===== src/rtl/uart_tx_serializer.sv =====
// uart_tx_serializer
// Drains the transmit FIFO one byte at a time and shifts each byte out on
// txd as: start bit, 7 or 8 data bits LSB-first, optional parity, then
// STOP_BITS stop bits. Each bit lasts 16 pulses of baud_x16_tick. All
// logic runs on the system clock.
//
// Optional feature: define UART_TX_PARITY_EN to add the parity_en /
// parity_odd ports and the PARITY state. Without it, frames never carry
// a parity bit.
//
// Parameters:
//   STOP_BITS      stop bits per frame, 1 or 2
// Ports:
//   clock          system clock (shared with the FIFO)
//   reset_n        asynchronous active-low reset
//   baud_x16_tick  one-cycle enable at 16x the baud rate
//   fifo_data      FIFO read data, valid two clocks after the read strobe
//   fifo_empty     FIFO empty flag
//   fifo_read_n    FIFO read strobe, active low, one clock per frame
//   bit8           1 = 8 data bits, 0 = 7 data bits
//   parity_en      1 = append parity bit   (UART_TX_PARITY_EN only)
//   parity_odd     1 = odd, 0 = even parity (UART_TX_PARITY_EN only)
//   txd            serial output, idles high
//   tx_busy        high whenever the state machine is not idle
//   tx_done        one-clock pulse after the last stop bit completes
module uart_tx_serializer #(
    parameter int STOP_BITS = 1
) (
    input  logic       clock,
    input  logic       reset_n,
    input  logic       baud_x16_tick,
    input  logic [7:0] fifo_data,
    input  logic       fifo_empty,
    output logic       fifo_read_n,
    input  logic       bit8,
`ifdef UART_TX_PARITY_EN
    input  logic       parity_en,
    input  logic       parity_odd,
`endif
    output logic       txd,
    output logic       tx_busy,
    output logic       tx_done
);

    typedef enum logic [2:0] {
        IDLE,
        RD_REQ,
        RD_WAIT,
        LOAD,
        START,
        DATA,
        STOP
`ifdef UART_TX_PARITY_EN
        , PARITY
`endif
    } state_t;

    state_t     state;
    logic [3:0] tick_cnt;
    logic [7:0] shreg;
    logic [2:0] bit_cnt;
    logic [1:0] stop_cnt;
    logic       bit8_q;
`ifdef UART_TX_PARITY_EN
    logic       par_en_q;
    logic       par_bit_q;
    logic [7:0] par_src;

    // Only the transmitted bits contribute to parity.
    assign par_src = bit8 ? fifo_data : {1'b0, fifo_data[6:0]};
`endif

    // Last of the 16 ticks that make up one bit period.
    logic bit_end;
    assign bit_end = baud_x16_tick && (tick_cnt == 4'hF);

    always_ff @(posedge clock or negedge reset_n) begin
        if (!reset_n) begin
            state       <= IDLE;
            tick_cnt    <= 4'd0;
            shreg       <= 8'd0;
            bit_cnt     <= 3'd0;
            stop_cnt    <= 2'd0;
            bit8_q      <= 1'b0;
`ifdef UART_TX_PARITY_EN
            par_en_q    <= 1'b0;
            par_bit_q   <= 1'b0;
`endif
            txd         <= 1'b1;
            fifo_read_n <= 1'b1;
            tx_busy     <= 1'b0;
            tx_done     <= 1'b0;
        end else begin
            tx_done     <= 1'b0;
            fifo_read_n <= 1'b1;
            case (state)
                IDLE: begin
                    txd <= 1'b1;
                    if (!fifo_empty) begin
                        // Strobe is registered so it is low during RD_REQ.
                        state       <= RD_REQ;
                        fifo_read_n <= 1'b0;
                        tx_busy     <= 1'b1;
                    end
                end
                RD_REQ:  state <= RD_WAIT;
                RD_WAIT: state <= LOAD;
                LOAD: begin
                    // FIFO data lands here, two clocks after the strobe.
                    shreg     <= fifo_data;
                    bit8_q    <= bit8;
`ifdef UART_TX_PARITY_EN
                    par_en_q  <= parity_en;
                    par_bit_q <= (^par_src) ^ parity_odd;
`endif
                    tick_cnt  <= 4'd0;
                    txd       <= 1'b0;
                    state     <= START;
                end
                START: begin
                    if (baud_x16_tick) tick_cnt <= tick_cnt + 4'd1;
                    if (bit_end) begin
                        txd     <= shreg[0];
                        shreg   <= shreg >> 1;
                        bit_cnt <= 3'd0;
                        state   <= DATA;
                    end
                end
                DATA: begin
                    if (baud_x16_tick) tick_cnt <= tick_cnt + 4'd1;
                    if (bit_end) begin
                        if (bit_cnt == (bit8_q ? 3'd7 : 3'd6)) begin
`ifdef UART_TX_PARITY_EN
                            if (par_en_q) begin
                                txd   <= par_bit_q;
                                state <= PARITY;
                            end else begin
                                txd      <= 1'b1;
                                stop_cnt <= 2'd0;
                                state    <= STOP;
                            end
`else
                            txd      <= 1'b1;
                            stop_cnt <= 2'd0;
                            state    <= STOP;
`endif
                        end else begin
                            txd     <= shreg[0];
                            shreg   <= shreg >> 1;
                            bit_cnt <= bit_cnt + 3'd1;
                        end
                    end
                end
`ifdef UART_TX_PARITY_EN
                PARITY: begin
                    if (baud_x16_tick) tick_cnt <= tick_cnt + 4'd1;
                    if (bit_end) begin
                        txd      <= 1'b1;
                        stop_cnt <= 2'd0;
                        state    <= STOP;
                    end
                end
`endif
                STOP: begin
                    if (baud_x16_tick) tick_cnt <= tick_cnt + 4'd1;
                    if (bit_end) begin
                        if (stop_cnt == 2'(STOP_BITS - 1)) begin
                            tx_done <= 1'b1;
                            tx_busy <= 1'b0;
                            state   <= IDLE;
                        end else begin
                            stop_cnt <= stop_cnt + 2'd1;
                        end
                    end
                end
                default: begin
                    txd     <= 1'b1;
                    tx_busy <= 1'b0;
                    state   <= IDLE;
                end
            endcase
        end
    end

endmodule

===== config.mk =====
export PLATFORM = sky130hd
export DESIGN_NAME = uart_tx_serializer
export DESIGN_NICKNAME = d
export VERILOG_FILES = /design/src/rtl/uart_tx_serializer.sv
export SDC_FILE = /design/constraint.sdc
export NUM_CORES = 1
export LEC_CHECK = 0
export CAP_MARGIN = 20
export CORE_MARGIN = 2
export CORE_UTILIZATION = 51
export CTS_BUF_LIST = sky130_fd_sc_hd__clkbuf_2 sky130_fd_sc_hd__clkbuf_4 sky130_fd_sc_hd__clkbuf_8
export CTS_CLUSTER_DIAMETER = 60
export DETAILED_ROUTE_END_ITERATION = 7
export PLACE_DENSITY = 0.77
export REMOVE_ABC_BUFFERS = 1
export SYNTH_ARGS = -nofsm -noshare
export SYNTH_HDL_FRONTEND = slang
export SYNTH_SLANG_ARGS = --single-unit

===== constraint.sdc =====
create_clock -name clock -period 1.5 [get_ports clock]
set_input_delay 0.15 -clock clock [delete_from_list [all_inputs] [get_ports clock]]
set_output_delay 0.15 -clock clock [all_outputs]
set_load 0.01 [all_outputs]

## Word-level counts from Yosys, hierarchy flattened

Index checks and enable logic that the tools add are counted.
W data, S select, Z words.

- Register bits after elaboration: 25
- Output and inout bits: 4

- Add/sub/neg operators: 3
- Equal/unequal tests: 17
- Multiplexer cells: 36
- Bitwise logic cells: 2
- Reductions and logical operators: 17

Operators with widths:

| operator | count |
|---|---|
| $mux W3 | 9 |
| $mux W8 | 3 |
| $pmux W8 S3 | 1 |
| $pmux W3 S7 | 1 |
| $ne A2 B2 Y1 const B | 8 |
| $mux W1 | 12 |
| $reduce_and A4 Y1 | 3 |
| $eq A3 B3 Y1 const B | 3 |
| $mux W2 | 4 |
| $pmux W4 S2 | 1 |
| $eq A3 B2 Y1 const B | 2 |
| $pmux W3 S2 | 1 |
| $reduce_and A6 Y1 | 1 |
| $reduce_bool A2 Y1 | 3 |
| $reduce_or A3 Y1 | 2 |
| $reduce_and A5 Y1 | 1 |
| $reduce_or A5 Y1 | 1 |
| $add A4 B1 Y4 const B | 1 |
| $eq A4 B4 Y1 const B | 1 |
| $mux W4 | 1 |
| $pmux W1 S4 | 1 |
| $pmux W2 S2 | 1 |
| $add A3 B1 Y3 const B | 1 |
| $eq A3 B1 Y1 const B | 1 |
| other kinds (11) | 12 |

## Depth between registers and ports, before layout

Gate-level depths: netlist of run 1.

- Depth in word-level cells: 5
- Gate-level depth with buffers: 6
- Mapped depth without buffers: 5

## Worst setup path before layout of run 1

Ideal clock, no wire load.

- Path kind: register -> register
- Start: register tick_cnt[0]
- End: register shreg[0]
- Data arrival time: 1.517 ns
- Slack: -0.142 ns
- Stages on the path, launching flop included: 7
- Path buffers: 1
- Period minus slack after synthesis: 1.642 ns
- Path through: dfrtp_1 ha_1 and4_1 buf_6 nand2_4 o22ai_4 mux2_2

- Longest elaborated chain between the ends: 4
- Elaborated cells between the ends (all ways): 5
- Classes of those cells: eq/ne: 3; reduce/logical: 2

Ends and longest elaborated chain:

| what | line | text |
|---|---|---|
| start: declaration | 59 | `logic [3:0] tick_cnt;` |
| start signal: assignment | 121 | `if (baud_x16_tick) tick_cnt <= tick_cnt + 4'd1;` |
| start signal: assignment | 130 | `if (baud_x16_tick) tick_cnt <= tick_cnt + 4'd1;` |
| start signal: assignment | 165 | `if (baud_x16_tick) tick_cnt <= tick_cnt + 4'd1;` |
| $eq A4 B4 Y1 (*) | 75 | `assign bit_end = baud_x16_tick && (tick_cnt == 4'hF);` |
| $logic_and A1 B1 Y1 (*) | 75 |  |
| $ne A2 B2 Y1 (no line) | n/a |  |
| $reduce_and A4 Y1 (no line) (*) | n/a |  |
| end signal: assignment | 110 | `shreg <= fifo_data;` |
| end signal: assignment | 124 | `shreg <= shreg >> 1;` |
| end signal: assignment | 149 | `shreg <= shreg >> 1;` |
| end: declaration | 60 | `logic [7:0] shreg;` |

Mark *: on every way between the ends. The rest lies on a longest branch, timed or not.
A chain may end at the register's enable or synchronous reset.

## Worst setup path in the final report of run 1

- Start: register tick_cnt[1]
- End: register shreg[0]

Same word-level chain as after synthesis.

==> flow_metrics.env, run 1 <==
export IMPL_die_h_um=55.5
export IMPL_worstPathRequired_ns=1.73
export IMPL_worst_path_buf_inv=0
export IMPL_cts_clk_slew_worst_paths_ns=0.14
export IMPL_fin_total_pwr_mw=2.06
export IMPL_result_of_the_run="complete, but fails checks"
export IMPL_place_congestion=0.815
export IMPL_cts_buffers=3
export IMPL_post_synth_fa_ha_maj_area_fraction_pct=2.78
export IMPL_power_leakage_nw=0.808
export IMPL_fp_dieArea_um2=3080
export IMPL_postSynthRegisterBits=25
export IMPL_layout_worst_path_cycle_share_pct=106
export IMPL_drc_errors=0
export IMPL_floorplan_core_area_um2=2500
export IMPL_route_antenna_remaining_nets=0
export IMPL_worst_setup_path_start_kind="flop"
export IMPL_synth_top_flop_cell="sky130_fd_sc_hd__dfrtp_1"
export IMPL_tns_ns=-0.346
export IMPL_synth_edff_count=0
export IMPL_skew_ns=0.00480
export IMPL_maximum_resistive_drop_on_vdd_uv=1030
export IMPL_ys_async_sr_fraction_pct=100
export IMPL_first_global_vias=1097
export IMPL_drv_max_cap_violation_count=0
export IMPL_hold_class="in -> async"
export IMPL_initial_core_util_pct=54.1
export IMPL_failed_checks="negative setup slack"
export IMPL_dr_pass1_iters=4
export IMPL_timing_critical_path_to_type="flop"
export IMPL_worstPathCellList="ha_4 > and4_4 > nand2_4 > o22ai_4 > mux2_2"
export IMPL_detailedPlacementHpwl_um=1980
export IMPL_cts_root_buf="sky130_fd_sc_hd__clkbuf_4"
export IMPL_grt_antenna_before_repair=0
export IMPL_worst_slew_pin_slew_ns=0.374
export IMPL_antenna_cells_inserted=0
export IMPL_grt_start_max_net_pins=26
export IMPL_worstPathArrival_ns=1.82
export IMPL_final_core_util_pct=71.2
export IMPL_vias_per_cell=5.49
export IMPL_crit_path_top_delay_cell="sky130_fd_sc_hd__dfrtp_1"
export IMPL_tritoncts="yes"
export IMPL_cts_sinks=25
export IMPL_worst_skew_pair_late_latency_ns=0.33
export IMPL_final_max_slew_violation_count=0
export IMPL_yosys_area_share_xor_xnor_pct=1.30
export IMPL_route_detailed_wl_per_inst_um=13.7
export IMPL_grt_overflow=0
export IMPL_final_hold_viol_count=0
export IMPL_iteration_0_drc_count_of_the_detailed_router=26
export IMPL_p_per_area_nw_per_um2=1160
export IMPL_timing_critical_path_max_delay_family="flip-flops"
export IMPL_routed_wl_um=2870
export IMPL_layout_commonest_cell="sky130_fd_sc_hd__nand2_1"
export IMPL_timing_max_slew_rel_slack_pct=75.0
export IMPL_yosysSeqAreaShare_pct=46.4
export IMPL_netlist_instances=145
export IMPL_number_of_different_library_cells_in_the_post_synthesis_netlist=36
export IMPL_finalSetupViolations=5
export IMPL_smallest_setup_slack_after_layout_ns=-0.0923
export IMPL_fmaxAchievable_mhz=628
export IMPL_compound_gate_fraction_of_synth_area_pct=16.4
export IMPL_mappedNetlistArea_um2=1350
export IMPL_placementRows=18
export IMPL_global_route_wire_length_before_repair_um=4690
export IMPL_areaGrowthSynthToFinish_pct=31.5
export IMPL_ios=17
export IMPL_floorplan_die_width_um=55.5
export IMPL_post_synth_cell_area_avg_um2=9.33
export IMPL_setup_worst_path_class="reg -> reg"
export IMPL_drive_above_1_share_pct=26.7
export IMPL_post_route_min_period_ns=1.59
export IMPL_yosys_area_share_simple_pct=19.5
export IMPL_layout_common_cells="sky130_fd_sc_hd__nand2_1, sky130_fd_sc_hd__dfrtp_1, sky130_fd_sc_hd__buf_4"
export IMPL_largest_family_of_logic_cells_by_synthesized_area="simple AND/OR/NAND/NOR gates"
export IMPL_critical_path_max_stage_delay_ns=0.44
export IMPL_via_count=1153
export IMPL_post_synthesis_mux_area_share_pct=8.88
export IMPL_post_cts_hold_buffer_count=0
export IMPL_htree_num_levels=1
export IMPL_final_net_count=197
export IMPL_clk_path_buf_depth=2
export IMPL_grt_resource_usage_total_pct=19.2
export IMPL_rsz0062_at_grt="true"
export IMPL_timing_critical_path_fanout_max=5
export IMPL_port_buffers=16
export IMPL_synth_yosys_warnings=0
## synth_stat cells (all sizes together), types with 3 or more instances
library cell,number,area (µm²)
o21ai,9,45.0
ha,3,37.5
dfrtp,23,576
mux2i,3,30.0
inv,5,18.8
a31oi,4,25.0
nand2,34,135
buf,5,37.5
nor2,11,41.3
mux2,8,90.1
a21oi,8,40.0
## power by group
group / leakage [nW] / total (mW) / internal, mW / switching [mW]
Clock: 0.0184 / 0.329 / 0.122 / 0.207
Combinational: 0.486 / 0.721 / 0.422 / 0.299
Sequential: 0.303 / 1.01 / 0.863 / 0.148
Total: 0.808 / 2.06 / 1.41 / 0.654
## final timing paths
check / slack, ns / cells past startpoint / end / start
max in group asynchronous: 1.05 / 2 / fifo_read_n$_DFF_PN1_ / reset_n
hold reg to reg: 0.51 / 1 / stop_cnt[0]$_DFFE_PN0P_ / stop_cnt[0]$_DFFE_PN0P_
setup / recovery: -0.09 / 5 / shreg[0]$_DFFE_PN0P_ / tick_cnt[1]$_DFFE_PN0P_
setup reg to reg: -0.09 / 5 / shreg[0]$_DFFE_PN0P_ / tick_cnt[1]$_DFFE_PN0P_
min in group clock: 0.38 / 3 / shreg[7]$_DFFE_PN0P_ / fifo_data[7]
hold / removal: 0.16 / 2 / tick_cnt[3]$_DFFE_PN0P_ / reset_n
## sequential cells by signal, summed over array words and instances (netlist names)
| name | count |
|---|---|
| bit8_q | 1 |
| bit_cnt | 3 |
| fifo_read_n | 1 |
| shreg | 8 |
| state | 3 |
| stop_cnt | 2 |
| tick_cnt | 4 |
| tx_busy | 1 |
| tx_done | 1 |
| txd | 1 |
## metal layers
metal	wire, µm	global-route usage [%]
met3	115	3.04
met5	0	0
met2	1400	32.8
met4	53	8.36
met1	1300	23.9
## cell families (layout without fill, tap and decap cells)
kind of cell,after synthesis,after routing
mux,11,11
simple gates,59,59
compound gates,33,34
flops,25,25
fa+ha+maj,3,3
xor+xnor,2,2
buf+inv,12,46
## per-stage QoR
stage / std cells / cell area (µm²) / hold slack (ns) / setup slack (ns)
3_3_place_gp: 200 / 1630 / 0.458 / -0.212
2_1_floorplan: 138 / 1310 / -0.146 / -0.541
3_5_place_dp: 200 / 1630 / 0.475 / -0.253
6_report: 210 / 1780 / 0.160 / -0.0923
5_1_grt: 210 / 1780 / 0.184 / -0.125
4_1_cts: 206 / 1700 / 0.170 / -0.0500
## repair_timing
item	in CTS	in global routing
pin swaps	3	6
gates resized for setup	8	15
setup endpoints to repair	9	15
buffers inserted	1	4
gates cloned	1	0
## final cells by class
class | instances | area [µm²]
well taps | 30 | 37.5
flip-flops and latches | 25 | 628
multi-input cells | 109 | 742
fillers | 203 | 721
repair buffers | 37 | 323
clock buffers | 4 | 30.0
inverters | 5 | 18.8
No activity file was read; power rests on OpenSTA's default activity.
==> run 2, diff against run 1 <==
--- a/config.mk
+++ b/config.mk
@@ -5,9 +5,13 @@
 export SDC_FILE = /design/constraint.sdc
 export NUM_CORES = 1
 export LEC_CHECK = 0
+export ABC_CLOCK_PERIOD_IN_PS = 1500
 export CAP_MARGIN = 20
+export CELL_PAD_IN_SITES_DETAIL_PLACEMENT = 1
+export CELL_PAD_IN_SITES_GLOBAL_PLACEMENT = 2
+export CORE_ASPECT_RATIO = 0.5
 export CORE_MARGIN = 2
-export CORE_UTILIZATION = 51
+export CORE_UTILIZATION = 32
 export CTS_BUF_LIST = sky130_fd_sc_hd__clkbuf_2 sky130_fd_sc_hd__clkbuf_4 sky130_fd_sc_hd__clkbuf_8
 export CTS_CLUSTER_DIAMETER = 60
 export DETAILED_ROUTE_END_ITERATION = 7
==> run 2 against run 1 <==
The flow still finishes with violations (negative setup slack); routed wire length is 11% higher; flip-flop and latch count unchanged; worst hold slack better by 0.082 ns; die area rose by 56%; critical endpoint is now shreg[4]$_DFFE_PN0P_.
==> flow_metrics.env, run 2 (synthesized netlist as in run 1, its figures left out) <==
export IMPL_result_of_the_run="complete, but fails checks"
export IMPL_failed_checks="negative setup slack"
export IMPL_reg_top3="shreg: 8 flops, tick_cnt: 4 flops"
export IMPL_vias_per_cell=4.91
export IMPL_final_hold_viol_count=0
export IMPL_layout_commonest_cell="sky130_fd_sc_hd__nand2_1"
export IMPL_grt_overflow=0
export IMPL_pre_cts_ws_ns=-0.301
export IMPL_post_cts_hold_buffer_count=0
export IMPL_grt_resource_usage_total_pct=15.8
export IMPL_grt_antenna_before_repair=0
export IMPL_smallest_setup_slack_after_layout_ns=-0.0900
export IMPL_largest_register_ffs=8
export IMPL_fin_total_pwr_mw=2.07
export IMPL_placed_cells=230
export IMPL_worst_setup_path_start_kind="flop"
export IMPL_fp_dieArea_um2=4790
export IMPL_maximum_resistive_drop_on_vdd_uv=416
export IMPL_largest_register="shreg"
export IMPL_cts_clk_slew_worst_paths_ns=0.09
export IMPL_postLayoutCellArea_um2=1810
export IMPL_timing_critical_path_fanout_max=9
export IMPL_areaGrowthSynthToFinish_pct=33.9
export IMPL_fin_cells=236
export IMPL_place_area_um2=1700
export IMPL_cts_sinks=25
export IMPL_via_count=1159
export IMPL_worstPathRequired_ns=1.65
export IMPL_htree_num_levels=1
export IMPL_worstPathArrival_ns=1.74
export IMPL_floorplan_die_width_um=95.9
export IMPL_rsz0062_at_grt="true"
export IMPL_tritoncts="yes"
export IMPL_fmaxAchievable_mhz=629
export IMPL_place_congestion=0.758
export IMPL_route_antenna_remaining_nets=0
export IMPL_clk_path_buf_depth=2
export IMPL_dr_pass1_iters=4
export IMPL_antenna_cells_inserted=0
export IMPL_finalSetupViolations=7
export IMPL_power_leakage_nw=0.819
export IMPL_layout_common_cells="sky130_fd_sc_hd__nand2_1, sky130_fd_sc_hd__buf_4, sky130_fd_sc_hd__dfrtp_1"
export IMPL_p_per_area_nw_per_um2=1140
export IMPL_detailedPlacementHpwl_um=2340
export IMPL_timing_max_slew_rel_slack_pct=78.3
export IMPL_post_route_min_period_ns=1.59
export IMPL_final_net_count=199
export IMPL_final_core_util_pct=45.4
export IMPL_cts_root_buf="sky130_fd_sc_hd__clkbuf_8"
export IMPL_whs_ns=0.243
export IMPL_layout_worst_path_cycle_share_pct=106
export IMPL_grt_start_max_net_pins=26
export IMPL_ios=17
export IMPL_route_detailed_wl_per_inst_um=13.5
export IMPL_drc_errors=0
export IMPL_drive_above_1_share_pct=26.4
export IMPL_cts_buffers=3
export IMPL_global_route_wire_length_before_repair_um=5820
export IMPL_timing_critical_path_to_type="flop"
export IMPL_hold_class="in -> async"
export IMPL_routed_wl_um=3180
export IMPL_port_buffers=16
export IMPL_placementRows=16
export IMPL_die_h_um=50.0
export IMPL_iteration_0_drc_count_of_the_detailed_router=35
export IMPL_floorplan_core_area_um2=3980
export IMPL_drv_max_cap_violation_count=0
export IMPL_initial_core_util_pct=34.0
export IMPL_skew_ns=0.00623
export IMPL_first_global_vias=1213
export IMPL_setup_worst_path_class="reg -> reg"
export IMPL_worst_slew_pin_slew_ns=0.326
export IMPL_tns_ns=-0.569
export IMPL_worst_skew_pair_late_latency_ns=0.27
export IMPL_final_max_slew_violation_count=0
## run 2: path summary, 6_finish.rpt
path,start,endpoint,slack [ns],depth (start not counted)
worst max-delay path,tick_cnt[1]$_DFFE_PN0P_,shreg[4]$_DFFE_PN0P_,-0.09,6
worst min-delay path,reset_n,shreg[5]$_DFFE_PN0P_,0.24,2
worst max register to register,tick_cnt[1]$_DFFE_PN0P_,shreg[4]$_DFFE_PN0P_,-0.09,6
worst min register to register,stop_cnt[0]$_DFFE_PN0P_,stop_cnt[0]$_DFFE_PN0P_,0.48,1
max in group asynchronous,reset_n,txd$_DFFE_PN1P_,0.96,2
min in group clock,fifo_data[7],shreg[7]$_DFFE_PN0P_,0.46,3
## run 2: what timing repair did
action,4_1_cts,5_1_grt
endpoints found under the hold margin,0,0
gates resized for setup,2,11
pin swaps,2,0
setup buffers,2,0
setup endpoints to repair,10,13
## run 2: critical path, stage by stage (launching register included)
cell and delay, ns:
sky130_fd_sc_hd__dfrtp_1 0.37, sky130_fd_sc_hd__ha_2 0.18, sky130_fd_sc_hd__and4_4 0.25, sky130_fd_sc_hd__nand2_4 0.06, sky130_fd_sc_hd__o22ai_4 0.13, sky130_fd_sc_hd__buf_12 0.15, sky130_fd_sc_hd__mux2_2 0.33
## run 2: report_power, final
part           total (mW)  leakage [nW]  switching [mW]  internal [mW]
combinational       0.667         0.491           0.291          0.377
clock               0.414        0.0262           0.206          0.208
sequential          0.988         0.302           0.121          0.867
## run 2: per-layer routing
metal / global-route usage, % / share of wire, % / vias up
met4: 2.14 / 0.41 / 0
met1: 21.3 / 52 / 567
met5: 0 / 0 / -
met2: 25.8 / 45 / 12
met3: 4.59 / 2.8 / 2
li1: - / - / 578
## run 2: layout make-up
type                    count  area (µm²)
well taps                  54        67.6
clock buffers               4        48.8
flip-flops and latches     25         629
inverters                   5        18.8
fillers                   468        2170
multi-input cells         108         688
repair buffers             40         358
